==> config.mk <==
export PLATFORM = sky130hd
export DESIGN_NAME = div_arbiter
export DESIGN_NICKNAME = d
export VERILOG_FILES = /design/src/rtl/div_arbiter.sv
export SDC_FILE = /design/constraint.sdc
export NUM_CORES = 1
export LEC_CHECK = 0
export CAP_MARGIN = 20
export CELL_PAD_IN_SITES_DETAIL_PLACEMENT = 1
export CELL_PAD_IN_SITES_GLOBAL_PLACEMENT = 1
export CORE_AREA = 5 5 176 178
export CTS_CLUSTER_DIAMETER = 80
export CTS_CLUSTER_SIZE = 10
export DETAILED_ROUTE_END_ITERATION = 12
export DIE_AREA = 0 0 181 183
export DONT_BUFFER_PORTS = 1
export PLACE_DENSITY = 0.51
export REMOVE_ABC_BUFFERS = 1
export SYNTH_ARGS = -nofsm -noshare
export SYNTH_HDL_FRONTEND = slang
export SYNTH_SLANG_ARGS = --single-unit
==> constraint.sdc <==
create_clock -name clk -period 1.9 [get_ports clk]
set_input_delay 0.19 -clock clk [delete_from_list [all_inputs] [get_ports clk]]
set_output_delay 0.19 -clock clk [all_outputs]
set_load 0.1 [all_outputs]
==> src/rtl/div_arbiter.sv <==
// div_arbiter: round-robin front end sharing one long-division unit between
// NREQ requesters. One operand pair is accepted per grant, the divider's
// start/done handshake is sequenced with a watchdog, and the result is
// returned tagged with the requester index.
module div_arbiter #(
    parameter int SIZE    = 32,
    parameter int NREQ    = 4,
    parameter int IDW     = 2,
    parameter int TIMEOUT = 255
) (
    input  logic                 clk,
    input  logic                 reset,
    input  logic [NREQ-1:0]      req_valid,
    output logic [NREQ-1:0]      req_ready,
    input  logic [NREQ*SIZE-1:0] req_dividend,
    input  logic [NREQ*SIZE-1:0] req_divisor,
    output logic                 div_start,
    output logic [SIZE-1:0]      div_dividend,
    output logic [SIZE-1:0]      div_divisor,
    input  logic                 div_done,
    input  logic                 div_error,
    input  logic [SIZE-1:0]      div_quotient,
    input  logic [SIZE-1:0]      div_remainder,
    output logic                 rsp_valid,
    input  logic                 rsp_ready,
    output logic [IDW-1:0]       rsp_id,
    output logic [SIZE-1:0]      rsp_quotient,
    output logic [SIZE-1:0]      rsp_remainder,
    output logic                 rsp_error
);

    localparam int WDW = $clog2(TIMEOUT + 1);

    typedef enum logic [1:0] {IDLE, ISSUE, WAIT, RESP} state_t;

    state_t          state_q, state_d;
    logic [IDW-1:0]  ptr_q, ptr_d;
    logic [IDW-1:0]  id_q, id_d;
    logic [SIZE-1:0] dvd_q, dvd_d;
    logic [SIZE-1:0] dvs_q, dvs_d;
    logic            start_q, start_d;
    logic [WDW-1:0]  wdog_q, wdog_d;
    logic            rv_q, rv_d;
    logic [SIZE-1:0] rq_q, rq_d;
    logic [SIZE-1:0] rr_q, rr_d;
    logic            re_q, re_d;

    logic            gnt_found;
    logic [IDW-1:0]  gnt_idx;

    // Round-robin search starting just after the last granted requester.
    always_comb begin
        gnt_found = 1'b0;
        gnt_idx   = '0;
        for (int k = 1; k <= NREQ; k++) begin
            if (!gnt_found && req_valid[(int'(ptr_q) + k) % NREQ]) begin
                gnt_found = 1'b1;
                gnt_idx   = IDW'((int'(ptr_q) + k) % NREQ);
            end
        end
    end

    // Accept is offered only while idle, so requests seen in other states are ignored.
    always_comb begin
        req_ready = '0;
        if (state_q == IDLE && gnt_found)
            req_ready = NREQ'(1) << gnt_idx;
    end

    // Next-state and datapath update for the issue/wait/respond sequence.
    always_comb begin
        state_d = state_q;
        ptr_d   = ptr_q;
        id_d    = id_q;
        dvd_d   = dvd_q;
        dvs_d   = dvs_q;
        start_d = 1'b0;
        wdog_d  = wdog_q;
        rv_d    = rv_q;
        rq_d    = rq_q;
        rr_d    = rr_q;
        re_d    = re_q;
        case (state_q)
            IDLE: begin
                if (gnt_found) begin
                    dvd_d   = req_dividend[int'(gnt_idx)*SIZE +: SIZE];
                    dvs_d   = req_divisor[int'(gnt_idx)*SIZE +: SIZE];
                    id_d    = gnt_idx;
                    ptr_d   = gnt_idx;
                    start_d = 1'b1;
                    state_d = ISSUE;
                end
            end
            ISSUE: begin
                wdog_d  = '0;
                state_d = WAIT;
            end
            WAIT: begin
                wdog_d = wdog_q + WDW'(1);
                if (div_done) begin
                    rq_d    = div_quotient;
                    rr_d    = div_remainder;
                    re_d    = div_error;
                    rv_d    = 1'b1;
                    state_d = RESP;
                end else if (int'(wdog_q) + 1 >= TIMEOUT) begin
                    // Divider never answered: force an error response.
                    rq_d    = '0;
                    rr_d    = '0;
                    re_d    = 1'b1;
                    rv_d    = 1'b1;
                    state_d = RESP;
                end
            end
            RESP: begin
                if (rsp_ready) begin
                    rv_d    = 1'b0;
                    state_d = IDLE;
                end
            end
            default: state_d = IDLE;
        endcase
    end

    // State and registered outputs; reset aborts any in-flight division.
    always_ff @(posedge clk or negedge reset) begin
        if (!reset) begin
            state_q <= IDLE;
            ptr_q   <= IDW'(NREQ - 1);
            id_q    <= '0;
            dvd_q   <= '0;
            dvs_q   <= '0;
            start_q <= 1'b0;
            wdog_q  <= '0;
            rv_q    <= 1'b0;
            rq_q    <= '0;
            rr_q    <= '0;
            re_q    <= 1'b0;
        end else begin
            state_q <= state_d;
            ptr_q   <= ptr_d;
            id_q    <= id_d;
            dvd_q   <= dvd_d;
            dvs_q   <= dvs_d;
            start_q <= start_d;
            wdog_q  <= wdog_d;
            rv_q    <= rv_d;
            rq_q    <= rq_d;
            rr_q    <= rr_d;
            re_q    <= re_d;
        end
    end

    assign div_start     = start_q;
    assign div_dividend  = dvd_q;
    assign div_divisor   = dvs_q;
    assign rsp_valid     = rv_q;
    assign rsp_id        = id_q;
    assign rsp_quotient  = rq_q;
    assign rsp_remainder = rr_q;
    assign rsp_error     = re_q;

endmodule

==> run metrics, run 1 <==
outcome=finished, violations left; failing checks=hold timing, setup timing; worst hold path class=in -> async; crit path max fanout=9; Wirelength per Cell=26.22 um; # rows=63; Pre-Repair DR Iteration Count=4; met3 Resource Use GR=0.06803; CP max stage delay=600 ps; initial antenna violation count=5; Num Clock Sinks=145; Clock Latency Late Sink=430 ps; boundary pin count=466; setup slack after layout=-375.9 ps; Synth async-reset ratio=1.000; post-synthesis sequential area ratio=0.4458; worst setup path end=div_dividend[7]; max-cap violations=0; met1 track utilization from global routing=0.2183; grt ovf=0; CP Depth=6; delay-heaviest family, CP=compound AO/OA/AOI/OAI gates; Worst-path clk slew=70 ps; first-pass GRT wire length=49920 um; Post-Synthesis Mean Instance Area=11.52 um^2; dominant cells by area after synthesis=dfrtp_1 (44%), mux2_4 (9.2%), mux2i_1 (8.4%), nand3_1 (8.2%), a221o_1 (7.9%); R2R setup slack=-380 ps; Vias/cell=5.375; Post-CTS Hold Buffers=75; CP max stage cell=dfstp_2; Slew Limit Headroom=0.6497; Die Width=181 um; Sum Neg Setup Slack=-21280 ps; clk root buf=clkbuf_16; Routed Antenna Nets=0; Final Hold Viols=145; critical path class=reg -> reg; Mapped Cells=707; flops & latches, synth=145; Data required, critical path=2200 ps; R2R depth=6; # fillers=3097; Port Buf Inserts=0; residual DRC count=0; die height=183 um; CP Cell Sequence=mux2i_2 -> o221a_4 -> buf_12 -> buf_4 -> mux2_4 -> a221o_1; Clock Path Buffers=2; final wirelength=35630 um; hold_ws=-538.5 ps; RR Endpoint=div_dividend[7]; design area=0.01194 mm^2; Initial Util=0.2785; WP buf/inv=2; prevailing post-synth register cell=dfrtp_1; post-synth top area share=0.4393; Post-synth EDFFs=0; all-layer global routing usage=0.1923; Tcrit/Tclk final=1.198; RSZ-0062 raised after global routing=true; vias in the first global route=8113; die area=0.03312 mm^2; met2 usage=0.3322; Post-Place Cells=1207; area delta synth->final=46.64%; crit path time final=2276 ps; Worst Path Arrival=2580 ps; count of final max-slew check failures=0; # setup viols final=99; CP Launch Point=ptr_q[1]; GP Congestion=0.8800; core area=0.02924 mm^2; cell taking the most area after synthesis=dfrtp_1; post-DP HPWL=23460 um; clock buffer count from CTS=17; area of the mapped netlist=0.008145 mm^2; placed inst area=0.009771 mm^2; Setup WS pre-CTS=-324.8 ps; Vias=7305; yosys warns=0; fraction of layout cells with a size suffix above 1=0.3683; Most Crowded Layer GR=met2; Slew @ Worst Pin=525.4 ps; CP Capture Type=flip-flop; CTS tree=done; largest net degree at the start of global routing=146; f_max=439.4 MHz; fin cells=1359; Netlist cell types=44; H-Tree Depth=4; skew final=15.33 ps; nets@finish=1286; startpoint types=flip-flop; r2r startpoint=ptr_q[1]; 1st-iter DRT viols=275
## layout by cell type (no fill, tap or decap), types with 4 or more instances in the layout
master         synthesis  layout
buf_4                  3     179
dfrtp_1              143     141
nand3_1              134     131
dlygate4sd3_1          0      75
a22o_1                67      67
mux2i_1               68      67
a221o_1               64      64
mux2_4                50      56
clkbuf_16              0      25
buf_12                 7      18
nand2_1               14      13
buf_6                  8      10
mux2_2                15       9
inv_1                  9       8
o21ai_0               10       8
inv_6                  0       6
diode_2                0       5
nor2_1                 7       5
a21oi_1                4       4
buf_16                 0       4
buf_8                  0       4
## state kept, by name, summed over array words and instances, names as in the netlist
name / count
rsp_id: 2
rsp_remainder: 32
div_dividend: 32
wdog_q: 8
state_q: 2
rsp_quotient: 32
rsp_error: 1
div_divisor: 32
rsp_valid: 1
ptr_q: 2
div_start: 1
## stage by stage
stage                     utilization  hold slack (ps)
final                          0.4084           -538.5
after global routing           0.4083           -578.3
after CTS                      0.3902           -573.3
after detailed placement       0.3341           -99.45
after global placement         0.3341           -100.7
after floorplan                     -           -105.6
## metal layers
metal / vias to the layer above / share of wire
met2: 358 / 0.52
met5: - / 0.00036
met4: 2 / 0.026
li1: 3212 / -
met1: 3681 / 0.37
met3: 52 / 0.080
## synth_stat cells, types with 2 or more instances
cell	count
inv_1	9
a22o_1	67
nand2b_1	3
nor2_1	7
clkbuf_1	47
dfstp_2	2
a21oi_1	4
a221o_1	64
and3_1	4
nand3b_1	2
dfrtp_1	143
buf_1	4
mux2i_1	68
buf_4	3
nand2_1	14
mux2_4	50
o31ai_1	3
o21ai_0	10
and2_1	2
nor2b_1	2
buf_12	7
buf_6	8
a21o_1	3
o21a_1	2
nor3_1	2
nand3_1	134
buf_2	7
ha_1	6
mux2_2	15
## kinds of logic (layout without fill, tap and decap cells)
family | count (synthesis) | after routing | synth area share
AO/OA/AOI/OAI | 160 | 160 | 0.1751
XOR/XNOR | 2 | 2 | 0.002151
adder cells (fa/ha/maj) | 6 | 6 | 0.009216
buffers and inverters | 86 | 343 | 0.06344
flip-flops | 145 | 145 | 0.4458
multiplexers | 133 | 133 | 0.1965
other | 0 | 5 | 0
AND/OR/NAND/NOR | 175 | 175 | 0.1078
## layout make-up
class / count / area, um^2 / area share
flip-flops and latches: 145 / 3633 / 0.3042
multi-input cells: 476 / 4149 / 0.3474
clock inverters: 14 / 143.9 / 0.01205
inverters: 10 / 42.54 / 0.003562
diodes: 5 / 12.51 / 0.001048
clock buffers: 18 / 439.2 / 0.03677
well taps: 390 / 488.0 / 0.04085
repair buffers: 301 / 3035 / 0.2541
## how the worst min path moves through the flow
stage / start / end / cells past startpoint
finish: reset / rsp_quotient[18] / 0
global route: reset / div_dividend[16] / 0
CTS: reset / div_dividend[31] / 0
detailed placement: reset / rsp_remainder[15] / 0
global placement: reset / rsp_quotient[18] / 0
floorplan: reset / div_dividend[0] / 0
## what timing repair did
action                                  CTS  global route
endpoints found under the setup margin   69           134
gates cloned                              5            14
pin swaps                                 6            13
buffers inserted                          7            14
resized for setup                        25            39
hold endpoints to repair                216           145
Power of run 1 is not shown: default switching activity piles up to over one toggle a cycle in this logic, so the estimate is an artifact.
==> run 2: changes to the inputs <==
TNS_END_PERCENT = 5   (was unset)
==> run 2 against run 1 <==
Net effect: the flow still finishes with violations (hold timing, setup timing); maximum frequency increased by 0.80%; sequential share of layout area increased by 0.93 points; cell area decreased by 3.0%; non-clock buffer count decreased by 17; register-to-register slack improved by 20 ps; core utilization decreased by 1.2 points; via count decreased by 1.7%; clock skew decreased by 0.70 ps; count of clock-buffer cells in the layout unchanged.
==> run metrics, run 2 (synthesized netlist as in run 1, its figures left out) <==
outcome=finished, violations left (unchanged); failing checks=hold timing, setup timing (unchanged); first-pass GRT wire length=48710 um (was 49920 um); # setup viols final=71 (was 99); Worst Path Arrival=2560 ps (was 2580 ps); clk root buf=clkbuf_16 (unchanged); Slew @ Worst Pin=540.0 ps (was 525.4 ps); Routed Antenna Nets=0 (unchanged); clock buffer count from CTS=17 (unchanged); Initial Util=0.2785 (unchanged); Clock Latency Late Sink=430 ps (about the same); all-layer global routing usage=0.1866 (was 0.1923); hold_ws=-535.7 ps (was -538.5 ps); final wirelength=33730 um (was 35630 um); count of final max-slew check failures=0 (unchanged); largest net degree at the start of global routing=146 (unchanged); Post-CTS Hold Buffers=79 (was 75); CP Capture Type=flip-flop (unchanged); residual DRC count=0 (unchanged); boundary pin count=466 (unchanged); most frequent cells in the layout=buf_4 (169), dfrtp_1 (143), nand3_1 (133) (was buf_4 (179), dfrtp_1 (141), nand3_1 (131)); Die Width=181 um (unchanged); setup slack after layout=-357.8 ps (was -375.9 ps); Vias=7184 (was 7305); crit path max fanout=21 (was 9); max-cap violations=0 (unchanged); initial antenna violation count=4 (was 5); Port Buf Inserts=0 (unchanged); crit path time final=2258 ps (was 2276 ps); post-DP HPWL=23460 um (unchanged); Clock Path Buffers=2 (unchanged); Slew Limit Headroom=0.6400 (was 0.6497); die area=0.03312 mm^2 (unchanged); critical path class=reg -> reg (unchanged); H-Tree Depth=4 (unchanged); Worst-path clk slew=70 ps (about the same); Wirelength per Cell=25.13 um (was 26.22 um); Vias/cell=5.353 (was 5.375); Data required, critical path=2210 ps (was 2200 ps); grt ovf=0 (unchanged); CTS tree=done (unchanged); Pre-Repair DR Iteration Count=4 (unchanged); area delta synth->final=42.20% (was 46.64%); Final Hold Viols=145 (unchanged); Num Clock Sinks=145 (unchanged); most common cell after layout, fill and taps aside=buf_4 (unchanged); f_max=442.9 MHz (was 439.4 MHz); nets@finish=1269 (was 1286); # rows=63 (unchanged); fraction of layout cells with a size suffix above 1=0.3400 (was 0.3683); die height=183 um (unchanged); Tcrit/Tclk final=1.188 (was 1.198); skew final=14.64 ps (was 15.33 ps); RSZ-0062 raised after global routing=true (unchanged); core area=0.02924 mm^2 (unchanged); 1st-iter DRT viols=259 (was 275); startpoint types=flip-flop (unchanged); worst hold path class=in -> async (unchanged); vias in the first global route=7978 (was 8113); GP Congestion=0.8800 (unchanged); Sum Neg Setup Slack=-20570 ps (was -21280 ps)
==> run 2: changes by cell type in the layout (fill, tap and decap cells not counted), sizes merged <==
cell,delta
buf,-16
clkbuf,-3
dlygate4sd3,+4
bufbuf,-2
==> run 2: layout make-up <==
class	instances	area, um^2
Fill cell	3122	17660
Clock buffer	18	439.2
Timing Repair Buffer	284	2733
Inverter	10	42.54
Tap cell	390	488.0
Antenna cell	5	12.51
Clock inverter	14	143.9
Multi-Input combinational cell	476	4093
Sequential cell	145	3631
==> run 2: critical path, stage by stage, from the launching register on <==
cell and delay [ps]:
dfstp_2 590, mux2i_2 250, o221a_4 310, buf_6 290
mux2_2 370, a221o_1 330
==> run 2: per-stage QoR <==
stage	hold WS, ps	cells	area [um^2]	setup WS (ps)	util
final	-535.7	1342	11580	-357.8	0.3961
after global routing	-578.9	1341	11580	-413.2	0.3960
after CTS	-573.3	1323	11280	-329.8	0.3856
after detailed placement	-99.45	1207	9771	-324.8	0.3341
after global placement	-100.7	1207	9771	-261.8	0.3341
after floorplan	-105.6	631	7666	-2364	-
==> run 2: what timing repair did <==
action,CTS,global route
endpoints found under the setup margin,69,134
pin swaps,26,21
gates resized for setup,18,25
buffers inserted,4,7
cloned,1,7
endpoints found under the hold margin,219,145
==> run 2: path summary, 6_finish.rpt <==
check | cells after the start | start | slack, ps | to
worst min register to register | 1 | rsp_quotient[6] | 510 | rsp_quotient[6]
worst min-delay path | 0 | reset | -540 | rsp_quotient[18]
max in group asynchronous | 0 | reset | 2240 | ptr_q[0]
min in group clk | 2 | req_dividend[108] | 30 | div_dividend[12]
worst max-delay path | 5 | ptr_q[1] | -360 | div_divisor[8]
worst max register to register | 5 | ptr_q[1] | -360 | div_divisor[8]
==> run 2: per-layer routing <==
metal | share of wire | GRT usage
met2 | 0.52 | 0.3275
met5 | 0 | 0
met4 | 0.018 | 0.06635
met3 | 0.080 | 0.06862
met1 | 0.38 | 0.2097
Power of run 2 is left out for the same reason.
==> run 3: changes to the inputs <==
ABC_CLOCK_PERIOD_IN_PS = 1900   (was unset)
==> results of run 3 <==
Final layout, timing and power as in run 2 (identical DEF).
Power of run 3 is left out for the same reason.
==> patch: new RTL, settings of run 1 <==
The parameter `TIMEOUT` goes from 255 to 510.
--- a/src/rtl/div_arbiter.sv
+++ b/src/rtl/div_arbiter.sv
@@ -6,7 +6,7 @@
     parameter int SIZE    = 32,
     parameter int NREQ    = 4,
     parameter int IDW     = 2,
-    parameter int TIMEOUT = 255
+    parameter int TIMEOUT = 510
 ) (
     input  logic                 clk,
     input  logic                 reset,
Function: no difference found for any inputs over 4 cycles, from zero or initial values and one cycle with reset low; that may be too few to reach the edited logic, so the function may still have changed.
==> patch against run 1 <==
Sequential cell count increased by 1; the run still ends with hold timing, setup timing left; routed wire length increased by 12%; critical path depth increased by 5; area after synthesis decreased by 3.3%; sequential share of layout area decreased by 5.1 points; highest routed layer is now met4; critical path type unchanged; cell area increased by 21%; worst setup slack got worse by 140 ps.
Power is not shown: default switching activity piles up to over one toggle a cycle in this logic, so the estimate is an artifact.
==> patch: results (changes against run 1) <==
Clock tree
  – Clock Tree Root: clkbuf_16
  – Num CTS Buffers: 17 (unchanged)
  – Max clock buf depth: 2 (unchanged)
  – H-Tree Depth: 4 (unchanged)

Global routing
  – Initial antenna violation count: 2 (-3)
  – Largest net degree at the start of global routing: 147 (+0.68%)
  – First-pass GRT wire length: 56320 µm (+13%)
  – Vias in the first global route: 8961 (+10%)
  – GRT Overall Usage: 0.2197 (+0.02739)

Timing
  – Endpoints failing hold: 146 (+0.69%)
  – Rel. slew slack: 0.6442 (-0.005532)
  – Setup TNS: -51370 ps (-30100 ps)
  – Setup WS post-layout: -511.5 ps (-135.5 ps)
  – Clock skew: 12.05 ps (-3.281 ps)
  – Final setup violation count: 136 (+37%)
  – Worst Hold Slack: -538.0 ps (+0.4830 ps)

Logic synthesis
  – Synth top cells by count: nand2_1 (209), dfrtp_1 (144), and3_1 (66)
  – Synth warn: 0 (unchanged)
  – Adder-cell share of the synthesized area: 0.009536 (+0.0003193)
  – Mux cell area share after synthesis: 0.005245 (-0.1912)
  – Sequential area share after synthesis: 0.4644 (+0.01862)
  – Synth Area in Compound Gates: 0.2301 (+0.05502)
  – Largest cells by area after synthesis: dfrtp_1 (46%), nand2_1 (10%), a22o_1 (7.1%)
  – Distinct cells, synth: 49 (+11%)
  – Post-Synth XOR/XNOR Area: 0 (-0.002151)

Setup path
  – Maximum fanout along the worst path: 6 (-3)
  – CP max stage cell: dfrtp_2
  – Slowest stage delay, CP: 420 ps (-180 ps)
  – Worst path arrival time: 2710 ps (+130 ps)

Outcome
  – Status: finished with violations
  – Failing checks: hold timing, setup timing

Routing
  – Starting DRC count in detailed routing: 300 (+9.1%)
  – Drt wl/cell: 25.27 µm (-3.6%)
  – Via count: 8321 (+14%)

Placed design
  – Placer Congestion: 0.8387 (-4.7%)
  – Port Buffers: 0 (unchanged)
  – Hpwl dp: 24170 µm (+3.0%)
  – Placed Area: 9913 µm² (+1.5%)

Layout
  – # nets final: 1513 (+18%)
  – Share of post-route cells with drive strength above 1: 0.5021 (+0.1338)
[patch: metal layers]
metal	GRT usage	part of all wire	up-vias
li1	-	-	3697
met1	0.2420	0.36	4193
met2	0.4180	0.54	369
met3	0.06763	0.072	62
met4	0.04473	0.021	0
met5	0	0	-
[patch: through the flow]
stage / std cells / worst slack (ps) / hold WS [ps]
3_5_place_dp: 1399 / -447.7 / -101.9
5_1_grt: 1581 / -611.4 / -574.9
3_3_place_gp: 1399 / -388.8 / -101.9
2_1_floorplan: 778 / -3205 / -105.6
4_1_cts: 1550 / -510.5 / -566.9
6_report: 1582 / -511.5 / -538.0
[patch: layout make-up]
cell class	instances	area, µm²
timing repair buffer	381	4197
clock inverter	15	244.0
tap	390	488.0
fill	3044	14790
inverter	16	60.06
clock buffer	17	425.4
multi-input combinational	616	5383
sequential	146	3657
antenna	1	2.502
[patch: final timing paths]
| path | cells past startpoint | from | to | slack, ps |
|---|---|---|---|---|
| worst max-delay path | 11 | wdog_q[0] | rsp_quotient[28] | -510 |
| worst min-delay path | 0 | reset | rsp_remainder[25] | -540 |
| worst max register to register | 11 | wdog_q[0] | rsp_quotient[28] | -510 |
| worst min register to register | 2 | div_divisor[19] | div_divisor[19] | 490 |
| max in group asynchronous | 0 | reset | div_dividend[27] | 2140 |
| min in group clk | 2 | req_dividend[69] | div_dividend[5] | 10 |
[patch: what timing repair did]
| action | 4_1_cts | 5_1_grt |
|---|---|---|
| resized for setup | 138 | 303 |
| hold buffers | 72 | 17 |
| endpoints found under the setup margin | 136 | 138 |
| pin swaps | 72 | 206 |
| hold endpoints to repair | 218 | 163 |
| gates cloned | 18 | 11 |
| setup buffers | 30 | 17 |
[patch: kinds of logic (layout without fill, tap and decap cells)]
family | after synthesis | in the layout
mux | 4 | 4
fa+ha+maj | 6 | 6
buf+inv | 93 | 429
compound gates | 232 | 232
flops | 146 | 146
other cells | 0 | 1
simple gates | 374 | 374
